**config.mk**
```make
export PLATFORM = sky130hd
export DESIGN_NAME = drop_timer
export DESIGN_NICKNAME = d
export VERILOG_FILES = /design/src/rtl/drop_timer_pkg.sv /design/src/rtl/drop_period_sel.sv /design/src/rtl/drop_timer.sv
export SDC_FILE = /design/constraint.sdc
export NUM_CORES = 1
export LEC_CHECK = 0
export BUFFER_PORTS_ARGS = -buffer_cell sky130_fd_sc_hd__buf_2
export CAP_MARGIN = 0
export CORE_UTILIZATION = 42
export CTS_BUF_LIST = sky130_fd_sc_hd__clkbuf_4 sky130_fd_sc_hd__clkbuf_8 sky130_fd_sc_hd__clkbuf_16
export DETAILED_ROUTE_END_ITERATION = 10
export MAX_ROUTING_LAYER = met4
export PLACE_DENSITY = 0.62
export RECOVER_POWER = 50
export SYNTH_ARGS = -nofsm -noshare
export SYNTH_HDL_FRONTEND = slang
export SYNTH_SLANG_ARGS = --single-unit
```
**constraint.sdc**
```tcl
create_clock -name clk -period 18.1 [get_ports clk]
set_input_delay 3.62 -clock clk [delete_from_list [all_inputs] [get_ports clk]]
set_output_delay 3.62 -clock clk [all_outputs]
set_load 0.05 [all_outputs]
```
**src/rtl/drop_timer_pkg.sv**
```systemverilog
// Shared widths, default periods and FSM state type for the gravity drop timer.
package drop_timer_pkg;
  localparam int SPEED_W = 64;
  localparam int DCNT_W  = 16;

  localparam logic [SPEED_W-1:0] SOFT_PERIOD_DEF = 64'd1000000;
  localparam logic [SPEED_W-1:0] MIN_PERIOD_DEF  = 64'd1000;

  typedef enum logic [1:0] {
    IDLE,
    RUN,
    WAIT_ACK
  } drop_state_t;
endpackage

```
**src/rtl/drop_period_sel.sv**
```systemverilog
// Effective gravity period: soft-drop picks the shorter of the two periods, then clamp to MIN_PERIOD.
// Purely combinational, so a level change or soft_drop edge takes effect on the same cycle.
module drop_period_sel
  import drop_timer_pkg::*;
#(
  parameter logic [SPEED_W-1:0] SOFT_PERIOD = SOFT_PERIOD_DEF,
  parameter logic [SPEED_W-1:0] MIN_PERIOD  = MIN_PERIOD_DEF
) (
  input  logic [SPEED_W-1:0] move_speed,
  input  logic               soft_drop,
  output logic [SPEED_W-1:0] period
);
  logic [SPEED_W-1:0] sel;

  always_comb begin
    sel = move_speed;
    if (soft_drop && (SOFT_PERIOD < move_speed)) sel = SOFT_PERIOD;
    period = (sel < MIN_PERIOD) ? MIN_PERIOD : sel;
  end
endmodule

```
**src/rtl/drop_timer.sv**
```systemverilog
// Gravity timer: raises drop_req once per effective period and holds it until drop_ack.
// Optional sticky missed-period flag `overrun` is built only when DROP_TIMER_OVERRUN_EN is defined.
module drop_timer
  import drop_timer_pkg::*;
#(
  parameter logic [SPEED_W-1:0] SOFT_PERIOD = SOFT_PERIOD_DEF,
  parameter logic [SPEED_W-1:0] MIN_PERIOD  = MIN_PERIOD_DEF
) (
  input  logic               clk,
  input  logic               rst,
  input  logic [SPEED_W-1:0] move_speed,
  input  logic               enable,
  input  logic               pause,
  input  logic               soft_drop,
  input  logic               restart,
  input  logic               drop_ack,
  output logic               drop_req,
`ifdef DROP_TIMER_OVERRUN_EN
  output logic               overrun,
`endif
  output logic [DCNT_W-1:0]  drop_count
);
  drop_state_t        state, state_n;
  logic [SPEED_W-1:0] count, count_n;
  logic [DCNT_W-1:0]  dcnt_n;
  logic [SPEED_W-1:0] period;
  logic               terminal;
`ifdef DROP_TIMER_OVERRUN_EN
  logic               ovr_n;
`endif

  drop_period_sel #(
    .SOFT_PERIOD (SOFT_PERIOD),
    .MIN_PERIOD  (MIN_PERIOD)
  ) u_period (
    .move_speed (move_speed),
    .soft_drop  (soft_drop),
    .period     (period)
  );

  // 65-bit compare so an all-ones count cannot wrap past the terminal test.
  assign terminal = ({1'b0, count} + 65'd1) >= {1'b0, period};
  assign drop_req = (state == WAIT_ACK);

  always_comb begin
    state_n = state;
    count_n = count;
    dcnt_n  = drop_count;
`ifdef DROP_TIMER_OVERRUN_EN
    ovr_n   = overrun;
`endif
    if (restart) begin
      state_n = enable ? RUN : IDLE;
      count_n = '0;
`ifdef DROP_TIMER_OVERRUN_EN
      ovr_n   = 1'b0;
`endif
    end else if (!enable) begin
      state_n = IDLE;
      count_n = '0;
    end else begin
      case (state)
        IDLE: state_n = RUN;
        RUN: begin
          if (!pause) begin
            if (terminal) begin
              count_n = '0;
              state_n = WAIT_ACK;
            end else begin
              count_n = count + 64'd1;
            end
          end
        end
        WAIT_ACK: begin
          // Saturating at P-1 makes the deferred drop fire on the first RUN cycle after the ack.
          if (!pause) begin
            if (terminal) begin
              count_n = period - 64'd1;
`ifdef DROP_TIMER_OVERRUN_EN
              ovr_n   = 1'b1;
`endif
            end else begin
              count_n = count + 64'd1;
            end
          end
          if (drop_ack) begin
            state_n = RUN;
            dcnt_n  = drop_count + 16'd1;
          end
        end
        default: state_n = IDLE;
      endcase
    end
  end

  always_ff @(posedge clk) begin
    if (rst) begin
      state      <= IDLE;
      count      <= '0;
      drop_count <= '0;
`ifdef DROP_TIMER_OVERRUN_EN
      overrun    <= 1'b0;
`endif
    end else begin
      state      <= state_n;
      count      <= count_n;
      drop_count <= dcnt_n;
`ifdef DROP_TIMER_OVERRUN_EN
      overrun    <= ovr_n;
`endif
    end
  end
endmodule
```
==> metrics, run 1 <==
IO buf count=a little under 90; Layout area overhead=9.884%; final worst setup slack=between 4 and 5 ns; initial core utilization=0.4274; asr flop ratio synth=0; Top FF cell, synth=dfxtp_1; synthesized net count=around 1300; vias per cell=around 6.3; post-synthesis sequential area ratio=0.1904; count of pins over their slew limit=48; Die Y=145.3 um; cell count of the worst reg-to-reg path=17; Post-Syn Area per Cell=roughly 7.3 um^2; Worst-Margin Slew=slightly above 4 ns; placed cell count=approximately 1500; routed len/inst=20.64 um; max_cap viols=2; ratio of cells with drive above 1 in the final layout=0.1183; most frequent cells in the layout=154 x nand2_1, 106 x nor2_1, 82 x dfxtp_1; Final Skew=around 0.011 ns; final WL=about 30000 um; Synthesis Warnings=0; # clock sinks=a little over 80; internal cell power=just over 300 uW; Critical Path RT=18.39 ns; Post-Syn Area=around 0.0086 mm^2; hpwl dp=about 23000 um; CTS max path bufs=2; nets@finish=1359; Cells after Synth=1180; Synth cell types=77; clock root buffer=clkbuf_16; Die Span X=between 100 and 150 um; final hold violation count=0; most common cell after layout, fill and taps aside=nand2_1; #FFs+latches synth=82; Fmax=roughly 74 MHz; Worst Setup SP=move_speed[26]; minimum clock period after layout=about 13 ns; worst flop-to-flop path endpoint=count[17]$_SDFFE_PP0P_; CP Cell Sequence=clkbuf_1 > or3_1 > nor4_1 > nand4_2 > o21ai_0 > buf_4 > nand2_1 > ha_1 > nand4_1 > nor4_1 > nand4_1 > o311a_1 > and2_0 > clkbuf_1 > a21oi_2 > buf_4 > a221oi_1 > a211oi_1; GRT Total Usage=0.3000; number of hold-repair buffers added at the cts stage=0; Post-CTS Setup Inserts=0; H-tree depth=3; Sw Share=0.3301; Remaining DRCs=0; relative slew slack=-1.709; status=finished with violations; initial antenna violation count=0; RR Startpoint=count[5]$_SDFFE_PP0P_; worst-skew pair later-pin latency=between 0.3 and 0.4 ns; final core utilization=0.4697; RSZ-0062 raised after global routing=false; vias in the first global route=8822; largest net degree at the start of global routing=58; min-delay worst type=reg -> reg; I/O pin total=88; final cell count without fillers=approximately 1500; R2R Setup Slk=~11 ns; via count=9355; period utilisation layout=0.7453; crit start category=primary input; pwr dens=around 48 mW/mm^2; CTS tree=done; failing checks=max-capacitance violations, max-slew violations; Comb power frac=0.165; peak supply drop=between 0.04 and 0.05 mV; final setup vio count=0; core area=0.02017 mm^2; Setup CP Type=in -> reg; Post-Route Setup TNS=0 ns; power share of the sequential group=0.404; # fillers=2091; grt total ovfl=0; CP max FO=41; crit-path max cell delay=a little over 3 ns; first-pass GRT wire length=48440 um; crit path capture type=flip-flop; leakage=around 3.4 nW; initial DRC count=734; CP endpoint=count[17]$_SDFFE_PP0P_; gpl congestion=~1.0; sw power=148.7 uW; ANT cells=0; Clk pin slew, worst setup/hold paths=0.08 ns; Std-Cell Rows=52; CTS resizes=0; Critical-path top delay cell=o21ai_0; hold slack=about 0.50 ns; post-route ant nets=0; drt first pass iters=5; Die Area=approximately 0.021 mm^2; Post-synth EDFFs=0; pre-CTS setup slack=just over 7 ns; clock network power share=0.430; CTS buffer count=9; CP arrival=approximately 14 ns
[logic make-up (layout without fill, tap and decap cells)]
| group | count (synthesis) | in the layout | synth area share |
|---|---|---|---|
| adders and majority gates | 67 | 67 | 0.09724 |
| DFF | 82 | 82 | 0.1904 |
| AOI/OAI and AO/OA | 267 | 267 | 0.2080 |
| muxes | 8 | 8 | 0.009724 |
| buffers and inverters | 86 | 132 | 0.04093 |
| and+or+nand+nor | 555 | 555 | 0.3369 |
| xor gates and xnor gates | 115 | 115 | 0.1168 |
[flip-flops by register name, summed over array words and instances (netlist names)]
signal      flops
count          64
drop_count     16
state           2
[cell usage after synthesis (26+ instances only)]
cell / number / share of area
nand2_1: 154 / 0.067
nor2_1: 107 / 0.047
dfxtp_1: 82 / 0.19
ha_1: 67 / 0.097
xnor2_1: 66 / 0.067
a21oi_1: 62 / 0.036
nand3_1: 51 / 0.030
o21ai_0: 50 / 0.029
xor2_1: 49 / 0.050
nand4_1: 44 / 0.032
clkbuf_1: 39 / 0.017
a31oi_1: 32 / 0.023
nor3_1: 31 / 0.018
or3_1: 27 / 0.020
nor4_1: 26 / 0.019
[power groups by stage]
stage / Sequential, mW / Combinational (mW) / Clock (mW)
final: 0.182 / 0.0745 / 0.194
after global routing: 0.182 / 0.0812 / 0.202
after CTS: 0.182 / 0.0732 / 0.196
after detailed placement: 0.186 / 0.0727 / 0
after global placement: 0.186 / 0.0725 / 0
after floorplan: 0.186 / 0.0439 / 0
[metrics by stage]
step                cell area, um^2  total power, mW
floorplan                      8621           0.2300
global placement               9234           0.2589
detailed placement             9234           0.2591
CTS                            9519           0.4511
global route                   9473           0.4653
finish                         9473           0.4504
[metal layers]
| metal | wire [um] | part of all wire | global-route usage |
|---|---|---|---|
| met5 | 0 | 0 | - |
| met4 | 1188 | 0.038 | 0.1279 |
| met3 | 2497 | 0.081 | 0.04874 |
| met2 | 14110 | 0.46 | 0.4844 |
| met1 | 13080 | 0.42 | 0.3695 |
[worst min-delay path by stage]
stage / from / endpoint / slack [ns] / cells after the start
CTS: drop_count[9]$_SDFFE_PP0P_ / drop_count[9]$_SDFFE_PP0P_ / 0.50 / 2
detailed placement: drop_count[9]$_SDFFE_PP0P_ / drop_count[9]$_SDFFE_PP0P_ / 0.49 / 2
global route: drop_count[9]$_SDFFE_PP0P_ / drop_count[9]$_SDFFE_PP0P_ / 0.52 / 2
floorplan: count[46]$_SDFFE_PP0P_ / count[46]$_SDFFE_PP0P_ / 0.47 / 2
finish: drop_count[9]$_SDFFE_PP0P_ / drop_count[9]$_SDFFE_PP0P_ / 0.50 / 2
global placement: drop_count[9]$_SDFFE_PP0P_ / drop_count[9]$_SDFFE_PP0P_ / 0.48 / 2
[layout make-up]
type                            instances  area, um^2  area share
Tap cell                              270       337.8     0.03566
Timing Repair Buffer                   97       483.0     0.05098
Clock buffer                            9       225.2     0.02377
Inverter                               19       71.32    0.007529
Multi-Input combinational cell       1012        6654      0.7024
Clock inverter                          7       60.06    0.006340
Sequential cell                        82        1642      0.1733
[critical path, delay by kind of cell]
kind,cells,cell delay (ns)
buf+inv,4,1.76
fa+ha+maj,1,0.33
simple gates,8,3.23
compound gates,5,4.78
Note: power is estimated with default switching activity, not from simulation.
==> run 2, diff against run 1 <==
- PLACE_DENSITY: 0.62 -> 0.64
- clock period: 18.1 -> 10.8 ns (I/O delays scaled with it)
==> run 2 against run 1 <==
  * The run still ends with max-capacitance violations, max-slew violations left
  * Clock-buffer cell count stayed put
  * Die area did not move
  * Combinational power increased by 70%
  * Final cell count barely moved
  * Global-route usage increased by 0.14 points
  * Via count grew 0.99%
  * Clock power up 64%
  * Sequential power rose by 68%
  * Clock skew is 0.0026 ns lower
==> metrics, run 2 (synthesis gave the netlist of run 1 again) <==
placed cell count=about 1500; ANT cells=0; relative slew slack=-0.2400; Die Area=0.02110 mm^2; Layout area overhead=9.942%; period utilisation layout=0.8788; # fillers=about 2100; initial core utilization=0.4274; hold_sp=count[46]$_SDFFE_PP0P_; Critical-path top delay cell=clkbuf_1; most frequent cells in the layout=154 x nand2_1, 106 x nor2_1, 82 x dfxtp_1; crit-path max cell delay=roughly 1.0 ns; Top Registers=count (64), drop_count (16), state (2); Remaining DRCs=0; CTS buffer count=9; Die Span X=about 150 um; RSZ-0062 raised after global routing=false; RR Startpoint=count[5]$_SDFFE_PP0P_; Std-Cell Rows=52; largest net degree at the start of global routing=62; max FFs per register=64; routed len/inst=20.74 um; final WL=between 30000 and 40000 um; CTS resizes=0; hold depth=2; final setup vio count=0; nets@finish=~1400; IO buf count=a little under 90; final hold violation count=0; peak supply drop=a little over 0.07 mV; Post-CTS Setup Inserts=0; worst flop-to-flop path endpoint=count[41]$_SDFFE_PP0P_; status=finished with violations; initial antenna violation count=0; met2 routed WL=around 14000 um; Fmax=approximately 110 MHz; H-tree depth=3; final core utilization=0.4699; R2R Setup Slk=about 3.4 ns; # clock sinks=82; drt first pass iters=7; first-pass GRT wire length=around 49000 um; pwr dens=around 79 mW/mm^2; Post-Route Setup TNS=0 ns; count of pins over their slew limit=30; clock root buffer=clkbuf_16; hpwl dp=roughly 23000 um; Clk pin slew, worst setup/hold paths=approximately 0.07 ns; number of hold-repair buffers added at the cts stage=0; worst-skew pair later-pin latency=about 0.36 ns; routed length on met1=13080 um; cell count of the worst reg-to-reg path=16; CP most frequent cell=clkbuf_1; most common cell after layout, fill and taps aside=nand2_1; Critical Path RT=11.01 ns; CP max FO=52; final cell count without fillers=approximately 1500; Worst Hold End=count[46]$_SDFFE_PP0P_; initial DRC count=973; grt total ovfl=0; CP Cell Sequence=clkbuf_1 > or3_1 > nor4_1 > nand4_2 > o21ai_4 > buf_4 > a21oi_1 > ha_1 > and3_1 > o311a_1 > a211oi_1 > o22ai_1 > o311ai_4 > clkbuf_1 > a21oi_2 > clkbuf_1 > a32oi_1 > a21oi_1; minimum clock period after layout=roughly 9.5 ns; ratio of cells with drive above 1 in the final layout=0.1184; via count=between 9000 and 10000; crit path capture type=flip-flop; I/O pin total=around 90; top routing layer in use=met4; Worst-Margin Slew=1.860 ns; vias in the first global route=between 8000 and 9000; CTS tree=done; max_cap viols=1; leakage=around 3.4 nW; CP arrival=9.70 ns; GRT Total Usage=0.3014; WL met3=around 2800 um; post-route ant nets=0; failing checks=max-capacitance violations, max-slew violations; crit start category=primary input; Die Y=between 100 and 150 um; Final Skew=0.008312 ns; min-delay worst type=reg -> reg; Setup CP Type=in -> reg; vias per cell=between 6 and 7; core area=just over 0.02 mm^2; gpl congestion=0.9634; largest register by flop count=count; CTS max path bufs=2
## run 2: cell count changes in the layout (fill, tap and decap cells not counted), sizes merged
cell | previous run | this run
clkinv | 3 | 2
inv | 22 | 23
buf | 77 | 75
clkbuf | 29 | 30
## run 2: critical path: cells and delay by family
kind / cells / cell delay [ns]
AO/OA/AOI/OAI: 9 / 3.01
buffers and inverters: 4 / 2.46
AND/OR/NAND/NOR: 4 / 1.62
adder cells (fa/ha/maj): 1 / 0.36
## run 2: per-stage QoR
stage	cell area, um^2	total power, mW	hold slack, ns	worst slack (ns)
after CTS	9512	0.7503	0.5050	2.312
after floorplan	8621	0.3855	0.4746	4.021
after global routing	9478	0.7756	0.5541	0.9554
after global placement	9226	0.4350	0.4852	2.161
after detailed placement	9226	0.4353	0.4916	1.953
final	9478	0.7506	0.5103	1.309
## run 2: per-layer routing
layer  GRT usage  up-vias
met5           -        -
met4      0.1300        0
met3     0.05755      100
met2      0.4700      450
met1      0.3790     4433
li1            -     4465
## run 2: layout make-up
class	instances	area, um^2	area share
inverter	19	71.32	0.007525
sequential	82	1642	0.1732
tap	270	337.8	0.03564
clock buffer	9	225.2	0.02376
clock inverter	7	60.06	0.006337
timing repair buffer	96	471.7	0.04977
multi-input combinational	1012	6670	0.7038
## run 2: power by group
| group | switching (mW) | total [mW] | internal [mW] |
|---|---|---|---|
| combinational | 0.0848 | 0.127 | 0.0418 |
| sequential | 0.00171 | 0.305 | 0.303 |
| clock | 0.158 | 0.319 | 0.161 |
## run 2: worst max-delay path by stage
stage / start / slack, ns / end / depth (start not counted)
global route: move_speed[26] / 0.96 / count[41]$_SDFFE_PP0P_ / 18
detailed placement: move_speed[26] / 1.95 / count[34]$_SDFFE_PP0P_ / 16
CTS: move_speed[26] / 2.31 / count[34]$_SDFFE_PP0P_ / 16
floorplan: move_speed[38] / 4.02 / count[43]$_SDFFE_PP0P_ / 21
finish: move_speed[26] / 1.31 / count[41]$_SDFFE_PP0P_ / 18
global placement: move_speed[26] / 2.16 / count[34]$_SDFFE_PP0P_ / 16
==> run 3, diff against run 2 <==
- PLACE_DENSITY: 0.64 -> 0.62
==> run 3 against run 2 <==
  * The flow still finishes with violations (max-capacitance violations, max-slew violations)
  * Clock power rose by 8.2%
  * Cell area rose by 0.32%
  * Via count rose by 0.31%
  * First-iteration DRC count fell by 20%
==> metrics, run 3 (synthesis gave the netlist of run 1 again) <==
hpwl dp=roughly 23000 um; count of pins over their slew limit=8; nets@finish=roughly 1400; pre-CTS setup slack=1.667 ns; clock root buffer=clkbuf_16; most frequent cells in the layout=154 x nand2_1, 106 x nor2_1, 82 x dfxtp_1; CTS buffer count=9; worst-skew pair later-pin latency=0.36 ns; drt first pass iters=6; fin area=between 0.009 and 0.01 mm^2; met2 routed WL=around 14000 um; Post-CTS Setup Inserts=0; initial antenna violation count=0; Clk pin slew, worst setup/hold paths=0.07 ns; core area=about 0.020 mm^2; largest register by flop count=count; crit start category=primary input; RSZ-0062 raised after global routing=false; CP Cell Sequence=clkbuf_1 > or3_1 > nor4_1 > nand4_1 > o21ai_4 > buf_4 > nand2_1 > ha_1 > nand4_1 > nor4_1 > nand4_1 > o311a_1 > and2_0 > clkbuf_1 > a21oi_2 > buf_4 > a221oi_1 > a211oi_1; gpl congestion=between 0.9 and 1; vias in the first global route=8908; WL met3=roughly 2500 um; WP buf/inv=4; Layout area overhead=10.29%; # clock sinks=approximately 80; CP max FO=38; crit-path max cell delay=around 1 ns; first-pass GRT wire length=between 40000 and 50000 um; routed len/inst=about 21 um; CP arrival=roughly 10 ns; Worst-Margin Slew=around 1.8 ns; via count=~9500; leakage=3.434 nW; hold depth=2; period utilisation layout=0.8846; Std-Cell Rows=52; Die Span X=about 150 um; cell count of the worst reg-to-reg path=17; CTS tree=done; post-route ant nets=0; crit path capture type=flip-flop; Top Registers=count (64), drop_count (16), state (2); ANT cells=0; Critical-path top delay cell=a21oi_2; initial DRC count=780; DP Area=a little over 0.009 mm^2; relative slew slack=-0.2070; worst flop-to-flop path endpoint=count[17]$_SDFFE_PP0P_; number of hold-repair buffers added at the cts stage=0; minimum clock period after layout=approximately 9.6 ns; GRT Total Usage=0.3020; top routing layer in use=met4; final hold violation count=0; Die Y=about 150 um; CTS max path bufs=2; Post-Route Setup TNS=0 ns; max FFs per register=64; I/O pin total=88; IO buf count=87; ratio of cells with drive above 1 in the final layout=0.1190; Die Area=0.02110 mm^2; Critical Path RT=~11 ns; most common cell after layout, fill and taps aside=nand2_1; H-tree depth=3; final WL=just over 30000 um; # fillers=roughly 2100; max_cap viols=1; pwr dens=81.56 mW/mm^2; R2R Setup Slk=2.88 ns; peak supply drop=0.07496 mV; CTS resizes=0; grt total ovfl=0; failing checks=max-capacitance violations, max-slew violations; CP most frequent cell=nand4_1; RR Startpoint=count[5]$_SDFFE_PP0P_; final core utilization=0.4714; CP top delay family=simple AND/OR/NAND/NOR gates; Fmax=about 100 MHz; final worst setup slack=roughly 1.2 ns; status=finished with violations; Remaining DRCs=0; largest net degree at the start of global routing=between 50 and 60; hold_sp=count[46]$_SDFFE_PP0P_; routed length on met1=around 13000 um; Final Skew=~0.0063 ns; final setup vio count=0; min-delay worst type=reg -> reg; vias per cell=6.331; total power draw=approximately 780 uW; Worst Hold End=count[46]$_SDFFE_PP0P_; Setup CP Type=in -> reg; initial core utilization=0.4274
-- run 3: stage by stage --
step	cells	hold WS [ns]
after floorplan	1180	0.4746
after CTS	1497	0.5092
final	1497	0.5072
after detailed placement	1481	0.4944
after global placement	1481	0.4797
after global routing	1497	0.5553
-- run 3: where the power goes --
| group | switching (mW) | internal, mW | total, mW |
|---|---|---|---|
| combinational | 0.0834 | 0.0419 | 0.125 |
| clock | 0.161 | 0.184 | 0.345 |
| sequential | 0.00173 | 0.303 | 0.305 |
| total | 0.246 | 0.529 | 0.775 |
-- run 3: area by class of cell --
type                    instances  area (um^2)  share of cell area
multi-input cells            1012         6659              0.7004
flip-flops and latches         82         1642              0.1727
repair buffers                 98        490.5             0.05159
well taps                     270        337.8             0.03553
clock buffers                   9        225.2             0.02369
clock inverters                 7        82.58            0.008685
inverters                      19        71.32            0.007501
-- run 3: per-layer routing --
layer | GRT usage | vias up
li1 | - | 4478
met1 | 0.3736 | 4432
met2 | 0.4788 | 463
met3 | 0.05094 | 104
met4 | 0.1405 | 0
met5 | - | -
-- run 3: worst min-delay path, cell delays in order, from the launching register on --
cell and delay [ns]:
dfxtp_1 0.32, inv_1 0.08, a211oi_1 0.06
-- run 3: worst max-delay path by stage --
| stage | to | startpoint | cells past startpoint |
|---|---|---|---|
| 3_5_place_dp | count[17]$_SDFFE_PP0P_ | move_speed[26] | 18 |
| 6_report | count[17]$_SDFFE_PP0P_ | move_speed[26] | 18 |
| 5_1_grt | count[17]$_SDFFE_PP0P_ | move_speed[26] | 18 |
| 2_1_floorplan | count[43]$_SDFFE_PP0P_ | move_speed[38] | 21 |
| 4_1_cts | count[17]$_SDFFE_PP0P_ | move_speed[26] | 18 |
| 3_3_place_gp | count[17]$_SDFFE_PP0P_ | move_speed[26] | 18 |
